`config.mk`:
```
export PLATFORM = sky130hd
export DESIGN_NAME = div_issue_ctrl
export DESIGN_NICKNAME = d
export VERILOG_FILES = /design/src/rtl/div_issue_ctrl.sv
export SDC_FILE = /design/constraint.sdc
export NUM_CORES = 1
export LEC_CHECK = 0
export BUFFER_PORTS_ARGS = -buffer_cell sky130_fd_sc_hd__buf_2
export CAP_MARGIN = 10
export CORE_AREA = 3 3 145 147
export CTS_BUF_LIST = sky130_fd_sc_hd__clkbuf_16
export CTS_CLUSTER_DIAMETER = 50
export DETAILED_ROUTE_END_ITERATION = 8
export DIE_AREA = 0 0 148 150
export GPL_ROUTABILITY_DRIVEN = 0
export GPL_TIMING_DRIVEN = 0
export PLACE_DENSITY_LB_ADDON = 0.15
export SYNTH_ARGS = -nofsm -noshare
export SYNTH_HDL_FRONTEND = slang
export SYNTH_SLANG_ARGS = --single-unit
```
`constraint.sdc`:
```
create_clock -name clk -period 4.45 [get_ports clk]
set_clock_uncertainty 0.1 [all_clocks]
set_input_delay 0.6675 -clock clk [delete_from_list [all_inputs] [get_ports clk]]
set_output_delay 0.6675 -clock clk [all_outputs]
set_load 0.1 [all_outputs]
```
`src/rtl/div_issue_ctrl.sv`:
```
// div_issue_ctrl
// Sequencer wrapped around a combinational 32-bit unsigned divider for the
// RISC-V M-extension DIV/DIVU/REM/REMU ops. It accepts an op, presents
// registered operand magnitudes to the divider for WAIT_CYCLES cycles,
// captures the divider outputs, applies sign and divide-by-zero fix-ups, and
// holds the tagged result until writeback takes it.
//
// Ports:
//   clk, rst_n          clock, asynchronous active-low reset
//   flush               synchronous abort of any in-flight op
//   in_valid/in_ready   op request handshake
//   in_op               00 DIV, 01 DIVU, 10 REM, 11 REMU
//   in_a, in_b, in_tag  dividend, divisor, destination tag
//   div_dividend/div_divisor     magnitudes driven to the divider
//   div_quotient/div_remainder   unsigned divider results
//   div_error           divider zero flag (unused, zero divisor detected here)
//   out_valid/out_ready result handshake
//   out_result, out_tag, out_dz  rd value, tag, divisor-was-zero flag
module div_issue_ctrl #(
  parameter int WAIT_CYCLES = 4,
  parameter int TAG_W       = 5
) (
  input  logic             clk,
  input  logic             rst_n,
  input  logic             flush,
  input  logic             in_valid,
  output logic             in_ready,
  input  logic [1:0]       in_op,
  input  logic [31:0]      in_a,
  input  logic [31:0]      in_b,
  input  logic [TAG_W-1:0] in_tag,
  output logic [31:0]      div_dividend,
  output logic [31:0]      div_divisor,
  input  logic [31:0]      div_quotient,
  input  logic [31:0]      div_remainder,
  input  logic             div_error,
  output logic             out_valid,
  input  logic             out_ready,
  output logic [31:0]      out_result,
  output logic [TAG_W-1:0] out_tag,
  output logic             out_dz
);

  typedef enum logic [1:0] {
    ST_IDLE = 2'd0,
    ST_WAIT = 2'd1,
    ST_DONE = 2'd2
  } state_e;

  localparam logic [3:0] CNT_LOAD = 4'(WAIT_CYCLES - 1);

  state_e             state_q, state_d;
  logic [3:0]         cnt_q, cnt_d;
  logic [1:0]         op_q, op_d;
  logic [TAG_W-1:0]   tag_q, tag_d;
  logic               dz_q, dz_d;
  logic               sa_q, sa_d;
  logic               sb_q, sb_d;
  logic [31:0]        a_raw_q, a_raw_d;
  logic [31:0]        dividend_q, dividend_d;
  logic [31:0]        divisor_q, divisor_d;
  logic               out_valid_q, out_valid_d;
  logic [31:0]        result_q, result_d;
  logic [TAG_W-1:0]   out_tag_q, out_tag_d;
  logic               out_dz_q, out_dz_d;
  logic               signed_op_s;
  logic               unused_div_error_s;

  // Zero-divisor detection is done locally from in_b, so the divider flag is dropped.
  assign unused_div_error_s = div_error;

  // op[0] set means the unsigned variant (DIVU/REMU).
  assign signed_op_s = ~in_op[0];

  // Turns unsigned divider outputs into the architectural rd value.
  // The signed overflow case (INT_MIN / -1) needs no special branch: the
  // magnitude path yields q = 0x80000000, negation leaves it unchanged, r = 0.
  function automatic logic [31:0] fix_result(
    input logic [1:0]  op,
    input logic        dz,
    input logic        sa,
    input logic        sb,
    input logic [31:0] a_raw,
    input logic [31:0] q_mag,
    input logic [31:0] r_mag
  );
    logic [31:0] q;
    logic [31:0] r;
    if (dz) begin
      q = 32'hFFFF_FFFF;
      r = a_raw;
    end else begin
      q = (sa ^ sb) ? (32'd0 - q_mag) : q_mag;
      r = sa ? (32'd0 - r_mag) : r_mag;
    end
    return op[1] ? r : q;
  endfunction

  // State and datapath registers.
  always_ff @(posedge clk or negedge rst_n) begin
    if (!rst_n) begin
      state_q     <= ST_IDLE;
      cnt_q       <= 4'd0;
      op_q        <= 2'd0;
      tag_q       <= '0;
      dz_q        <= 1'b0;
      sa_q        <= 1'b0;
      sb_q        <= 1'b0;
      a_raw_q     <= 32'd0;
      dividend_q  <= 32'd0;
      divisor_q   <= 32'd0;
      out_valid_q <= 1'b0;
      result_q    <= 32'd0;
      out_tag_q   <= '0;
      out_dz_q    <= 1'b0;
    end else begin
      state_q     <= state_d;
      cnt_q       <= cnt_d;
      op_q        <= op_d;
      tag_q       <= tag_d;
      dz_q        <= dz_d;
      sa_q        <= sa_d;
      sb_q        <= sb_d;
      a_raw_q     <= a_raw_d;
      dividend_q  <= dividend_d;
      divisor_q   <= divisor_d;
      out_valid_q <= out_valid_d;
      result_q    <= result_d;
      out_tag_q   <= out_tag_d;
      out_dz_q    <= out_dz_d;
    end
  end

  // Next-state and datapath update; flush overrides every state.
  always_comb begin
    state_d     = state_q;
    cnt_d       = cnt_q;
    op_d        = op_q;
    tag_d       = tag_q;
    dz_d        = dz_q;
    sa_d        = sa_q;
    sb_d        = sb_q;
    a_raw_d     = a_raw_q;
    dividend_d  = dividend_q;
    divisor_d   = divisor_q;
    out_valid_d = out_valid_q;
    result_d    = result_q;
    out_tag_d   = out_tag_q;
    out_dz_d    = out_dz_q;

    if (flush) begin
      state_d     = ST_IDLE;
      out_valid_d = 1'b0;
      cnt_d       = 4'd0;
    end else begin
      case (state_q)
        ST_IDLE: begin
          if (in_valid) begin
            op_d       = in_op;
            tag_d      = in_tag;
            dz_d       = (in_b == 32'd0);
            sa_d       = signed_op_s & in_a[31];
            sb_d       = signed_op_s & in_b[31];
            a_raw_d    = in_a;
            dividend_d = (signed_op_s & in_a[31]) ? (32'd0 - in_a) : in_a;
            divisor_d  = (signed_op_s & in_b[31]) ? (32'd0 - in_b) : in_b;
            cnt_d      = CNT_LOAD;
            state_d    = ST_WAIT;
          end else begin
            state_d = ST_IDLE;
          end
        end
        ST_WAIT: begin
          if (cnt_q == 4'd0) begin
            result_d    = fix_result(op_q, dz_q, sa_q, sb_q, a_raw_q,
                                     div_quotient, div_remainder);
            out_tag_d   = tag_q;
            out_dz_d    = dz_q;
            out_valid_d = 1'b1;
            state_d     = ST_DONE;
          end else begin
            cnt_d = cnt_q - 4'd1;
          end
        end
        ST_DONE: begin
          if (out_ready) begin
            out_valid_d = 1'b0;
            state_d     = ST_IDLE;
          end else begin
            out_valid_d = 1'b1;
          end
        end
        default: begin
          state_d     = ST_IDLE;
          out_valid_d = 1'b0;
          cnt_d       = 4'd0;
        end
      endcase
    end
  end

  // in_ready is forced low while reset is asserted even though state is IDLE.
  assign in_ready     = rst_n & (state_q == ST_IDLE);
  assign div_dividend = dividend_q;
  assign div_divisor  = divisor_q;
  assign out_valid    = out_valid_q;
  assign out_result   = result_q;
  assign out_tag      = out_tag_q;
  assign out_dz       = out_dz_q;

endmodule

```
==> impl_metrics.yaml <==
layout:
  nFillCells: 1954
  nets: 1387
  drive_gt1_frac: 0.265
  multi_input_area_um2: 4860
  final_cell_mix: "buf_2, dfrtp_1, nand2_1"
  area_growth_syn_to_layout_pct: 24.2
  layout_commonest_cell: "buf_2"
  ff_latch_area_um2: 3730
global_route:
  antenna_found_initial: 5
  grt_pass1_wl_um: 46200
  grt_pass1_vias: 8451
  grt_usage: 0.268
  grt-ovfl-total: 0
  grt_start_max_net_pins: 85
critical_path:
  worst_path_most_repeated_cell: "clkbuf_1"
  cp_cell_sequence: "inv_1 > ha_1 > clkbuf_1 > nand3b_1 > clkbuf_1 > clkbuf_1 > clkbuf_1 > o21ai_0"
  crit_slowest_cell: "clkbuf_1"
  crit_family: "buffers and inverters"
  critPathBufInv: 5
  worstPathMaxFanout: 10
  cp.required_ps: 4640
  cp-start-kind: "register"
  worstSetupEndpointType: "register"
  max_stage_delay_ps: 590
  critPathArrivalTime_ps: 3170
  critPathKind: "reg -> reg"
timing:
  finalHoldViolCount: 0
  slew-limit-headroom: 0.409
  worst_slack_ps: 1470
  worstMarginPinSlew_ps: 878
  rsz0062_at_grt: "false"
  fmaxAchievable_ghz: 0.335
  setup_violations: 0
  fin_crit_ps: 2980
  whs_ps: 131
  maxSlewViolCount: 0
  fin_crit_sh: 0.670
yosys:
  yosysUniqueCellTypes: 55
  ys_async_sr_fraction: 1.00
  seq_area_frac_synth: 0.419
  synth_nets: 1125
  ys_warn_count: 0
  yosysTopAreaCell: "dfrtp_1"
  ys.flop_type: "dfrtp_1"
  synth_top_area_frac: 0.419
  avgSynthCellArea_um2: 9.13
  synth_cells: 974
  synth_edf_count: 0
  yosys-top-cells-area: "dfrtp_1, xnor2_1, o21ai_0"
  ys_ff_latch: 149
  synthesis.area_um2: 8890
pwr:
  p_comb_frac: 0.529
  max-vdd-ir-drop_uv: 364
  power_frac_clock: 0.196
  sw_frac_of_total: 0.549
  seq_power_share: 0.275
  p_int_w: 0.00326
  power.total_w: 0.00722
  p_leak_nw: 4.82
  powerDensity_nw_per_um2: 654
  switchingPower_w: 0.00397
drt:
  detail_route.wl_per_cell_um: 19.7
  antenna_left: 0
  drt_iter0_markers: 588
  totalWireLength_um: 29900
  vias_per_cell: 5.67
  post-route-drc-count: 0
  dr.pass1.iters: 5
  via_count: 8620
clocking:
  clkSinkCount: 149
  clk_latency_ps: 430
  path_clk_slew_ps: 70
  cts_htree_levels: 4
  cts_resized: 0
  postCtsSetupBuffers: 0
  cts-root-buf: "clkbuf_16"
  clockBufferDepth: 2
  cts_hold_buf: 0
  cts_buffers: 17
  cts_tree: "yes"
die:
  die_w_um: 148
  row_count: 52
  io_pins: 245
  initial_core_util: 0.444
  core_um2: 20000
  die-area_um2: 22200
  die_h_um: 150
place:
  port_buffers: 242
  hpwl_um: 22800
  pre_cts_ws_ps: 1120
min_path:
  hp-class: "in -> async"
flow_run:
  maxCapViolCount: 0
outcome:
  status: "completed"
power by group through the flow:
| stage | Clock [W] | Combinational [W] | Sequential [W] |
|---|---|---|---|
| 2_1_floorplan | 0 | 0.000862 | 0.00416 |
| 3_3_place_gp | 0 | 0.00379 | 0.00200 |
| 3_5_place_dp | 0 | 0.00381 | 0.00200 |
| 4_1_cts | 0.00144 | 0.00382 | 0.00198 |
| 5_1_grt | 0.00150 | 0.00400 | 0.00203 |
| 6_report | 0.00142 | 0.00382 | 0.00199 |
registers in the layout, summed over array words and instances (netlist names):
| register | flops |
|---|---|
| sb_q | 1 |
| a_raw_q | 32 |
| div_divisor | 32 |
| out_valid | 1 |
| tag_q | 5 |
| dz_q | 1 |
| div_dividend | 31 |
| state_q | 2 |
| sa_q | 1 |
| out_tag | 5 |
| out_result | 32 |
| out_dz | 1 |
| op_q | 1 |
| cnt_q | 4 |
cell usage after synthesis, types with 17 or more instances:
library cell / n
dfrtp_1: 149
nand2_1: 132
o21ai_0: 115
xnor2_1: 72
clkbuf_1: 49
a21oi_1: 45
xor2_1: 44
nor2_1: 40
mux2_2: 37
o31ai_1: 26
nor3_1: 25
inv_1: 21
or3_1: 20
o22ai_1: 17
o41ai_1: 17
final cells by class:
| class | count | share of cell area |
|---|---|---|
| Clock buffer | 17 | 0.0385 |
| Buffer | 55 | 0.0191 |
| Clock inverter | 15 | 0.0130 |
| Inverter | 23 | 0.00782 |
| Sequential cell | 149 | 0.338 |
| Multi-Input combinational cell | 747 | 0.440 |
| Antenna cell | 1 | 0.000227 |
| Timing Repair Buffer | 243 | 0.113 |
| Tap cell | 270 | 0.0306 |
metrics by stage:
stage | area [um^2] | setup TNS, ps | cells | utilization
floorplan | 8890 | 0 | 974 | -
global placement | 10400 | -394 | 1486 | 0.521
detailed placement | 10500 | 0 | 1487 | 0.523
CTS | 11000 | 0 | 1519 | 0.551
global route | 11000 | 0 | 1520 | 0.551
finish | 11000 | 0 | 1520 | 0.551
path summary, 6_finish.rpt:
check	startpoint	end	slack (ps)	cells past startpoint
min in group clk	tag_q[4]$_DFFE_PN0P_	out_tag[4]$_DFFE_PN0P_	360	2
setup / recovery	state_q[0]$_DFFE_PN0P_	a_raw_q[1]$_DFFE_PN0P_	1470	8
hold / removal	rst_n	out_result[27]$_DFFE_PN0P_	130	1
max in group asynchronous	rst_n	out_tag[0]$_DFFE_PN0P_	3270	2
hold reg to reg	tag_q[4]$_DFFE_PN0P_	out_tag[4]$_DFFE_PN0P_	360	2
setup reg to reg	state_q[0]$_DFFE_PN0P_	a_raw_q[1]$_DFFE_PN0P_	1470	8
kinds of logic after synthesis:
kind of cell	share of synthesized area
buf+inv	0.0335
mux	0.0559
flops	0.419
fa+ha+maj	0.0141
xor+xnor	0.114
compound gates	0.199
simple gates	0.164
metal layers:
layer / vias up / part of all wire / track usage
met3: 75 / 0.094 / 0.0751
met2: 402 / 0.46 / 0.424
met1: 4078 / 0.42 / 0.351
met4: 8 / 0.029 / 0.100
li1: 4057 / - / -
met5: - / 0.0016 / 0
No activity file was read; power rests on OpenSTA's default activity.
